### src/rtl/mgnt_pkg.sv
// Shared definitions for the management bus: target selects, FSM encoding, byte width.
// Latency: n/a (types, constants and a combinational helper only).
// Backpressure: n/a.
package mgnt_pkg;

    localparam int MGNT_REG_WIDTH = 8;

    // One-hot target selects on the management request bus
    localparam logic [MGNT_REG_WIDTH-1:0] PORT0     = 8'h01;
    localparam logic [MGNT_REG_WIDTH-1:0] PORT1     = 8'h02;
    localparam logic [MGNT_REG_WIDTH-1:0] PORT2     = 8'h04;
    localparam logic [MGNT_REG_WIDTH-1:0] PORT3     = 8'h08;
    localparam logic [MGNT_REG_WIDTH-1:0] BE_SW     = 8'h10;
    localparam logic [MGNT_REG_WIDTH-1:0] BE_SW_FT  = 8'h20;
    localparam logic [MGNT_REG_WIDTH-1:0] BE_SW_FTM = 8'h40;
    localparam logic [MGNT_REG_WIDTH-1:0] TTE_SW    = 8'h80;

    typedef enum logic [3:0] {
        ST_IDLE    = 4'b0001,
        ST_BUSY    = 4'b0010,
        ST_DONE    = 4'b0100,
        ST_RELEASE = 4'b1000
    } state_t;

    // A select is usable only when it names exactly one known target
    function automatic logic legal_target(input logic [MGNT_REG_WIDTH-1:0] sel);
        case (sel)
            PORT0, PORT1, PORT2, PORT3,
            BE_SW, BE_SW_FT, BE_SW_FTM, TTE_SW: return 1'b1;
            default:                            return 1'b0;
        endcase
    endfunction

endpackage

### src/rtl/rr_arbiter.sv
// Round-robin pick: first requester above the last-served index, wrapping around.
// Latency: combinational, zero cycles.
// Backpressure: none; the caller decides when the grant is taken.
module rr_arbiter #(
    parameter int N  = 2,
    parameter int PW = 1
) (
    input  logic [N-1:0]  req,
    input  logic [PW-1:0] last,
    output logic [N-1:0]  gnt
);

    // Walk from the farthest slot to the nearest so the nearest requester overwrites
    always_comb begin
        gnt = '0;
        for (int k = N; k >= 1; k--) begin
            for (int i = 0; i < N; i++) begin
                if (req[i] && (i == (int'(last) + k) % N)) begin
                    gnt    = '0;
                    gnt[i] = 1'b1;
                end
            end
        end
    end

endmodule

### src/rtl/mgnt_bus_arbiter.sv
// Shares the management request bus between NUM_REQ masters, one whole transaction per grant.
// Latency: request to s_req_valid 1 cycle; at least 3 idle-bus cycles between transactions.
// Backpressure: masters hold requests until m_req_ack; a silent target is aborted after TIMEOUT cycles.
module mgnt_bus_arbiter
    import mgnt_pkg::*;
#(
    parameter int NUM_REQ = 2,
    parameter int TIMEOUT = 1024
) (
    input  logic                        clk,
    input  logic                        rst,
    input  logic [NUM_REQ*8-1:0]        m_req_valid,
    input  logic [NUM_REQ-1:0]          m_req_wr,
    input  logic [NUM_REQ*8-1:0]        m_req_addr,
    input  logic [NUM_REQ*8-1:0]        m_req_data,
    input  logic [NUM_REQ-1:0]          m_req_data_valid,
    output logic [NUM_REQ-1:0]          m_req_ack,
    output logic [NUM_REQ-1:0]          m_req_err,
    output logic [MGNT_REG_WIDTH-1:0]   m_resp_data,
    output logic [NUM_REQ-1:0]          m_resp_data_valid,
    output logic [MGNT_REG_WIDTH-1:0]   s_req_valid,
    output logic                        s_req_wr,
    output logic [MGNT_REG_WIDTH-1:0]   s_req_addr,
    input  logic                        s_req_ack,
    output logic [MGNT_REG_WIDTH-1:0]   s_req_data,
    output logic                        s_req_data_valid,
    input  logic [MGNT_REG_WIDTH-1:0]   s_resp_data,
    input  logic                        s_resp_data_valid,
    output logic [NUM_REQ-1:0]          grant,
    output logic                        busy
);

    localparam int              TO_W    = $clog2(TIMEOUT + 1);
    localparam int              PW      = $clog2(NUM_REQ);
    localparam logic [TO_W-1:0] TO_LAST = TO_W'(TIMEOUT - 1);

    state_t                    state, state_nxt;
    logic [NUM_REQ-1:0]        req, win_gnt;
    logic [PW-1:0]             ptr, srv_idx;
    logic [MGNT_REG_WIDTH-1:0] win_sel, win_addr, tx_byte;
    logic                      win_wr, tx_vld, win_legal;
    logic [TO_W-1:0]           to_cnt;
    logic                      err_flag;

    // Any nonzero target select counts as a pending request
    always_comb begin
        req = '0;
        for (int i = 0; i < NUM_REQ; i++) begin
            req[i] = |m_req_valid[8*i +: 8];
        end
    end

    rr_arbiter #(
        .N  (NUM_REQ),
        .PW (PW)
    ) u_rr (
        .req  (req),
        .last (ptr),
        .gnt  (win_gnt)
    );

    // Pick out the arbitration winner's request fields
    always_comb begin
        win_sel  = '0;
        win_wr   = 1'b0;
        win_addr = '0;
        for (int i = 0; i < NUM_REQ; i++) begin
            if (win_gnt[i]) begin
                win_sel  = m_req_valid[8*i +: 8];
                win_wr   = m_req_wr[i];
                win_addr = m_req_addr[8*i +: 8];
            end
        end
    end

    assign win_legal = legal_target(win_sel);

    // Steer the granted master's tx byte and remember its index for the pointer
    always_comb begin
        tx_byte = '0;
        tx_vld  = 1'b0;
        srv_idx = '0;
        for (int i = 0; i < NUM_REQ; i++) begin
            if (grant[i]) begin
                tx_byte = m_req_data[8*i +: 8];
                tx_vld  = m_req_data_valid[i];
                srv_idx = PW'(i);
            end
        end
    end

    // State register
    always_ff @(posedge clk or posedge rst) begin
        if (rst) state <= ST_IDLE;
        else     state <= state_nxt;
    end

    // Next state plus the state-qualified outputs; data paths are open only in BUSY
    always_comb begin
        state_nxt         = state;
        busy              = 1'b0;
        m_req_ack         = '0;
        m_req_err         = '0;
        s_req_data        = '0;
        s_req_data_valid  = 1'b0;
        m_resp_data       = '0;
        m_resp_data_valid = '0;
        case (state)
            ST_IDLE: begin
                if (|req) state_nxt = win_legal ? ST_BUSY : ST_DONE;
            end
            ST_BUSY: begin
                busy              = 1'b1;
                s_req_data        = tx_byte;
                s_req_data_valid  = tx_vld;
                m_resp_data       = s_resp_data;
                m_resp_data_valid = grant & {NUM_REQ{s_resp_data_valid}};
                if (s_req_ack || (to_cnt == TO_LAST)) state_nxt = ST_DONE;
            end
            ST_DONE: begin
                m_req_ack = grant;
                m_req_err = err_flag ? grant : '0;
                state_nxt = ST_RELEASE;
            end
            ST_RELEASE: begin
                busy      = 1'b1;
                state_nxt = ST_IDLE;
            end
            default: state_nxt = ST_IDLE;
        endcase
    end

    // Grant/request latches, timeout counter and round-robin pointer
    always_ff @(posedge clk or posedge rst) begin
        if (rst) begin
            grant       <= '0;
            ptr         <= PW'(NUM_REQ - 1);
            to_cnt      <= '0;
            err_flag    <= 1'b0;
            s_req_valid <= '0;
            s_req_wr    <= 1'b0;
            s_req_addr  <= '0;
        end else begin
            case (state)
                ST_IDLE: begin
                    if (|req) begin
                        grant  <= win_gnt;
                        to_cnt <= '0;
                        if (win_legal) begin
                            s_req_valid <= win_sel;
                            s_req_wr    <= win_wr;
                            s_req_addr  <= win_addr;
                            err_flag    <= 1'b0;
                        end else begin
                            // Bad select never reaches the targets; report it straight away
                            err_flag <= 1'b1;
                        end
                    end
                end
                ST_BUSY: begin
                    if (s_req_ack) begin
                        // Ack beats a coinciding timeout
                        err_flag    <= 1'b0;
                        s_req_valid <= '0;
                        s_req_wr    <= 1'b0;
                    end else if (to_cnt == TO_LAST) begin
                        err_flag    <= 1'b1;
                        s_req_valid <= '0;
                        s_req_wr    <= 1'b0;
                    end else begin
                        to_cnt <= to_cnt + TO_W'(1);
                    end
                end
                ST_RELEASE: begin
                    grant <= '0;
                    ptr   <= srv_idx;
                end
                default: ;
            endcase
        end
    end

endmodule

### config.mk
export PLATFORM = sky130hd
export DESIGN_NAME = mgnt_bus_arbiter
export DESIGN_NICKNAME = d
export VERILOG_FILES = /design/src/rtl/mgnt_pkg.sv /design/src/rtl/rr_arbiter.sv /design/src/rtl/mgnt_bus_arbiter.sv
export SDC_FILE = /design/constraint.sdc
export NUM_CORES = 1
export LEC_CHECK = 0
export ABC_AREA = 1
export BUFFER_PORTS_ARGS = -buffer_cell sky130_fd_sc_hd__buf_2
export CAP_MARGIN = 20
export CORE_MARGIN = 10
export CORE_UTILIZATION = 49
export DETAILED_ROUTE_END_ITERATION = 6
export PLACE_DENSITY_LB_ADDON = 0.08
export SYNTH_ARGS = -nofsm -noshare
export SYNTH_HDL_FRONTEND = slang
export SYNTH_SLANG_ARGS = --single-unit
### constraint.sdc
create_clock -name clk -period 2.5 [get_ports clk]
set_input_delay 0.625 -clock clk [delete_from_list [all_inputs] [get_ports clk]]
set_output_delay 0.625 -clock clk [all_outputs]
set_load 0.005 [all_outputs]
==> results by group <==
STA
  • Clock skew: 0.00846 ns
  • RSZ-0062 raised after global routing: no
  • Worst slew pin tran: 0.553 ns
  • Max Slew Vio Count: 0
  • Final period utilization: 89.8%
  • Minimum clock period: 2.25 ns
  • Slew HR: 63.0%
  • Final TNS setup: 0 ns
  • Max frequency: 445 MHz
  • Fin. Hold Viols: 0
  • Final setup vio count: 0

Floorplan
  • # rows: 26
  • Die Y: 92.5 µm
  • Die area: 8560 µm²
  • Die width: 92.5 µm
  • IO Count: 107
  • Initial Utilization: 50.4%
  • Core ar.: 5110 µm²

Final layout
  • Nets: 543
  • Share of post-route cells with drive strength above 1: 37.4%
  • Layout fillers: 460
  • Area delta synth->final: 30.1%
  • Number of diodes: 0

Flow run
  • MaxCap Viol Count: 0

Yosys
  • Cells after synthesis: 361
  • Synth Register Bits: 36
  • Adder-cell share of the synthesized area: 0.486%
  • Mux cell area share after synthesis: 0%
  • Netlist Area Pre-Place: 2580 µm²
  • Simple-gate share of the synthesized area: 44.1%
  • Seq/Total Area, Yosys: 35.1%
  • Avg Cell Area, Syn: 7.14 µm²
  • Post-Syn Nets: 426
  • Complex-gate fraction of the synthesized area: 9.08%
  • Main combinational cell family by area after synthesis: simple AND/OR/NAND/NOR gates
  • Synth top area share: 33.0%
  • Synth top area cells: dfrtp_1 (33%), nand2_1 (13%), nand3_1 (8.0%)
  • Ys Warns: 0
  • Post-synth cell types: 36
  • Post-synthesis xor/xnor area fraction: 0.680%
  • Post-synth top area cell: dfrtp_1

Worst setup path
  • Crit-path max cell delay: 0.40 ns
  • Slowest cell on crit path: dfrtp_1
  • Worst-path cell chain: nor2_1, inv_1, nor3_2, inv_2, nor2_4, a32oi_1, inv_1, buf_2
  • CP Data Required Time: 1.88 ns
  • Most frequent CP cell: inv_1
  • Worst Setup Path Type: flip-flop to output port
  • Worst setup EP type: output port
  • CP Launch Type: flip-flop
  • CP max FO: 14
  • Critical path data arrival time: 1.62 ns

Power
  • Pwr dens: 952 nW/µm²
  • Peak supply drop: 0.000390 V
  • Clock power share: 13.3%
  • Leak: 1.96 nW
  • Sw frac: 46.3%
  • Gate power share: 58.7%
  • Int Pwr: 1.71 mW
  • NetSw: 1.48 mW
  • Final total power: 3.19 mW
  • Sequential share of power: 28.0%

Route
  • Routed wire length per instance: 13.6 µm
  • Initial DRC count: 126
  • Post-detailed-route count of antenna-violating nets: 0
  • Routed Wire Length: 7450 µm
  • Drt drc: 0
  • Vias post-DR: 2735
  • Vias per cell: 4.98
  • Router iterations before antenna repair: 4

Clocking
  • CTS Root Cell: clkbuf_8
  • CTS tree: done
  • Hold buffers post-CTS: 0
  • Clk slew on worst S/H paths: 0.08 ns
  • Clock Sinks: 36
  • Clk Latency, worst-skew pair: 0.28 ns
  • Clock Path Buffers: 2
  • Post-CTS setup buffers: 0
  • CTS Buf Count: 5
  • Htree depth: 2

Global route
  • Grt met1 use: 21.9%
  • Vias in the first global route: 2721
  • GR Util met3: 7.10%
  • Gr usage total: 17.3%
  • First-pass GRT wire length: 12400 µm
  • Largest net degree at the start of global routing: 37
  • GR peak layer: met2
  • Global routing usage on met2: 26.7%
  • Initial antenna violation count: 0
  • GRT Residual Overflow: 0

Placed design
  • Routability Congestion: 0.973
  • HPWL after detailed placement: 6120 µm
  • # port buffers: 106

Outcome
  • Run status: finished, final reports clean

Worst hold path
  • Worst min path class: input pin to async pin
-- per-stage QoR --
step                      util (%)  cells  hold slack, ns  instance area, µm²  setup WS, ns
after detailed placement      63.6    541           0.455                3250        0.0412
after CTS                     65.5    549           0.447                3350         0.127
final                         65.6    549           0.437                3350         0.255
after global routing          65.6    549           0.470                3350        0.0292
after global placement        63.6    541           0.449                3250         0.124
after floorplan                  -    361           0.438                2580         0.388
-- worst paths after layout --
path / end / slack [ns] / startpoint / depth (start not counted)
max in group asynchronous: state[0] / 1.71 / rst / 3
min reg2reg: s_req_valid[5] / 0.47 / s_req_valid[5] / 2
min: to_cnt[3] / 0.44 / rst / 3
min in group clk: s_req_valid[5] / 0.47 / s_req_valid[5] / 2
max: s_req_data[7] / 0.25 / state[3] / 8
max reg2reg: s_req_valid[2] / 0.28 / to_cnt[0] / 13
-- registers in the layout, indices dropped and copies added (netlist names) --
register     cells
s_req_valid      8
err_flag         1
state            4
grant            2
s_req_wr         1
ptr              1
s_req_addr       8
to_cnt          11
-- repair_timing --
action / in CTS / in global routing
hold endpoints to repair: 0 / 0
endpoints found under the setup margin: 9 / 9
resized for setup: 1 / 1
-- layout make-up --
type	count	area, µm²	share of cell area (%)
clock buffer	6	82.6	2.46
clock inverter	2	10.0	0.299
inverter	54	203	6.05
multi-input combinational	260	1410	42.0
sequential	36	903	27.0
tap	70	87.6	2.61
timing repair buffer	121	656	19.6
-- layout by cell type (no fill, tap or decap), types with 2 or more instances in the layout --
cell	netlist	final
nor4_1	2	2
clkbuf_8	0	6
a32oi_1	9	9
o21ai_0	6	6
clkinv_2	0	2
dfstp_2	2	2
nand3_1	41	41
nor2_1	32	31
nor3_1	9	9
a21oi_1	9	9
buf_2	1	106
nand2_1	92	92
nand2_2	8	8
dfrtp_1	34	34
buf_4	3	14
nand4_1	11	11
inv_2	6	6
nor3_2	3	3
inv_1	48	48
xor2_1	2	2
nor2_2	8	8
nand3_2	13	13
nor2_4	2	3
-- power by group through the flow --
| stage | sequential (mW) | clock (mW) | combinational (mW) |
|---|---|---|---|
| 6_report | 0.894 | 0.423 | 1.87 |
| 2_1_floorplan | 0.899 | 0 | 1.25 |
| 3_3_place_gp | 0.900 | 0 | 1.84 |
| 3_5_place_dp | 0.900 | 0 | 1.87 |
| 4_1_cts | 0.892 | 0.440 | 1.88 |
| 5_1_grt | 0.917 | 0.460 | 2.13 |
-- metal layers --
metal  vias to the layer above  share of wire (%)
li1                       1417                  -
met1                      1206                 48
met2                       110                 42
met3                         2                 10
met4                         0               0.39
met5                         -                  0
-- cells in the mapped netlist, drive strengths merged --
master,instances
a21oi,10
a311oi,1
a31o,1
a32oi,9
and3,1
buf,6
clkbuf,5
dfrtp,34
dfstp,2
ha,1
inv,54
nand2,100
nand3,55
nand4,13
nor2,42
nor3,12
nor4,2
o21ai,8
o21bai,1
o22ai,1
o31ai,1
xor2,2
-- kinds of logic (layout without fill, tap and decap cells) --
group / after synthesis / in the layout
XOR/XNOR: 2 / 2
adder cells (fa/ha/maj): 1 / 1
flip-flops: 36 / 36
AO/OA/AOI/OAI: 32 / 32
AND/OR/NAND/NOR: 225 / 225
buffers and inverters: 65 / 183
-- critical path: cells and delay by family (launching register included) --
family                 cells  cell delay [ns]
AND/OR/NAND/NOR            3             0.45
flip-flops                 1             0.40
buffers and inverters      4             0.40
AO/OA/AOI/OAI              1             0.09
Note: power is estimated with default switching activity, not from simulation.
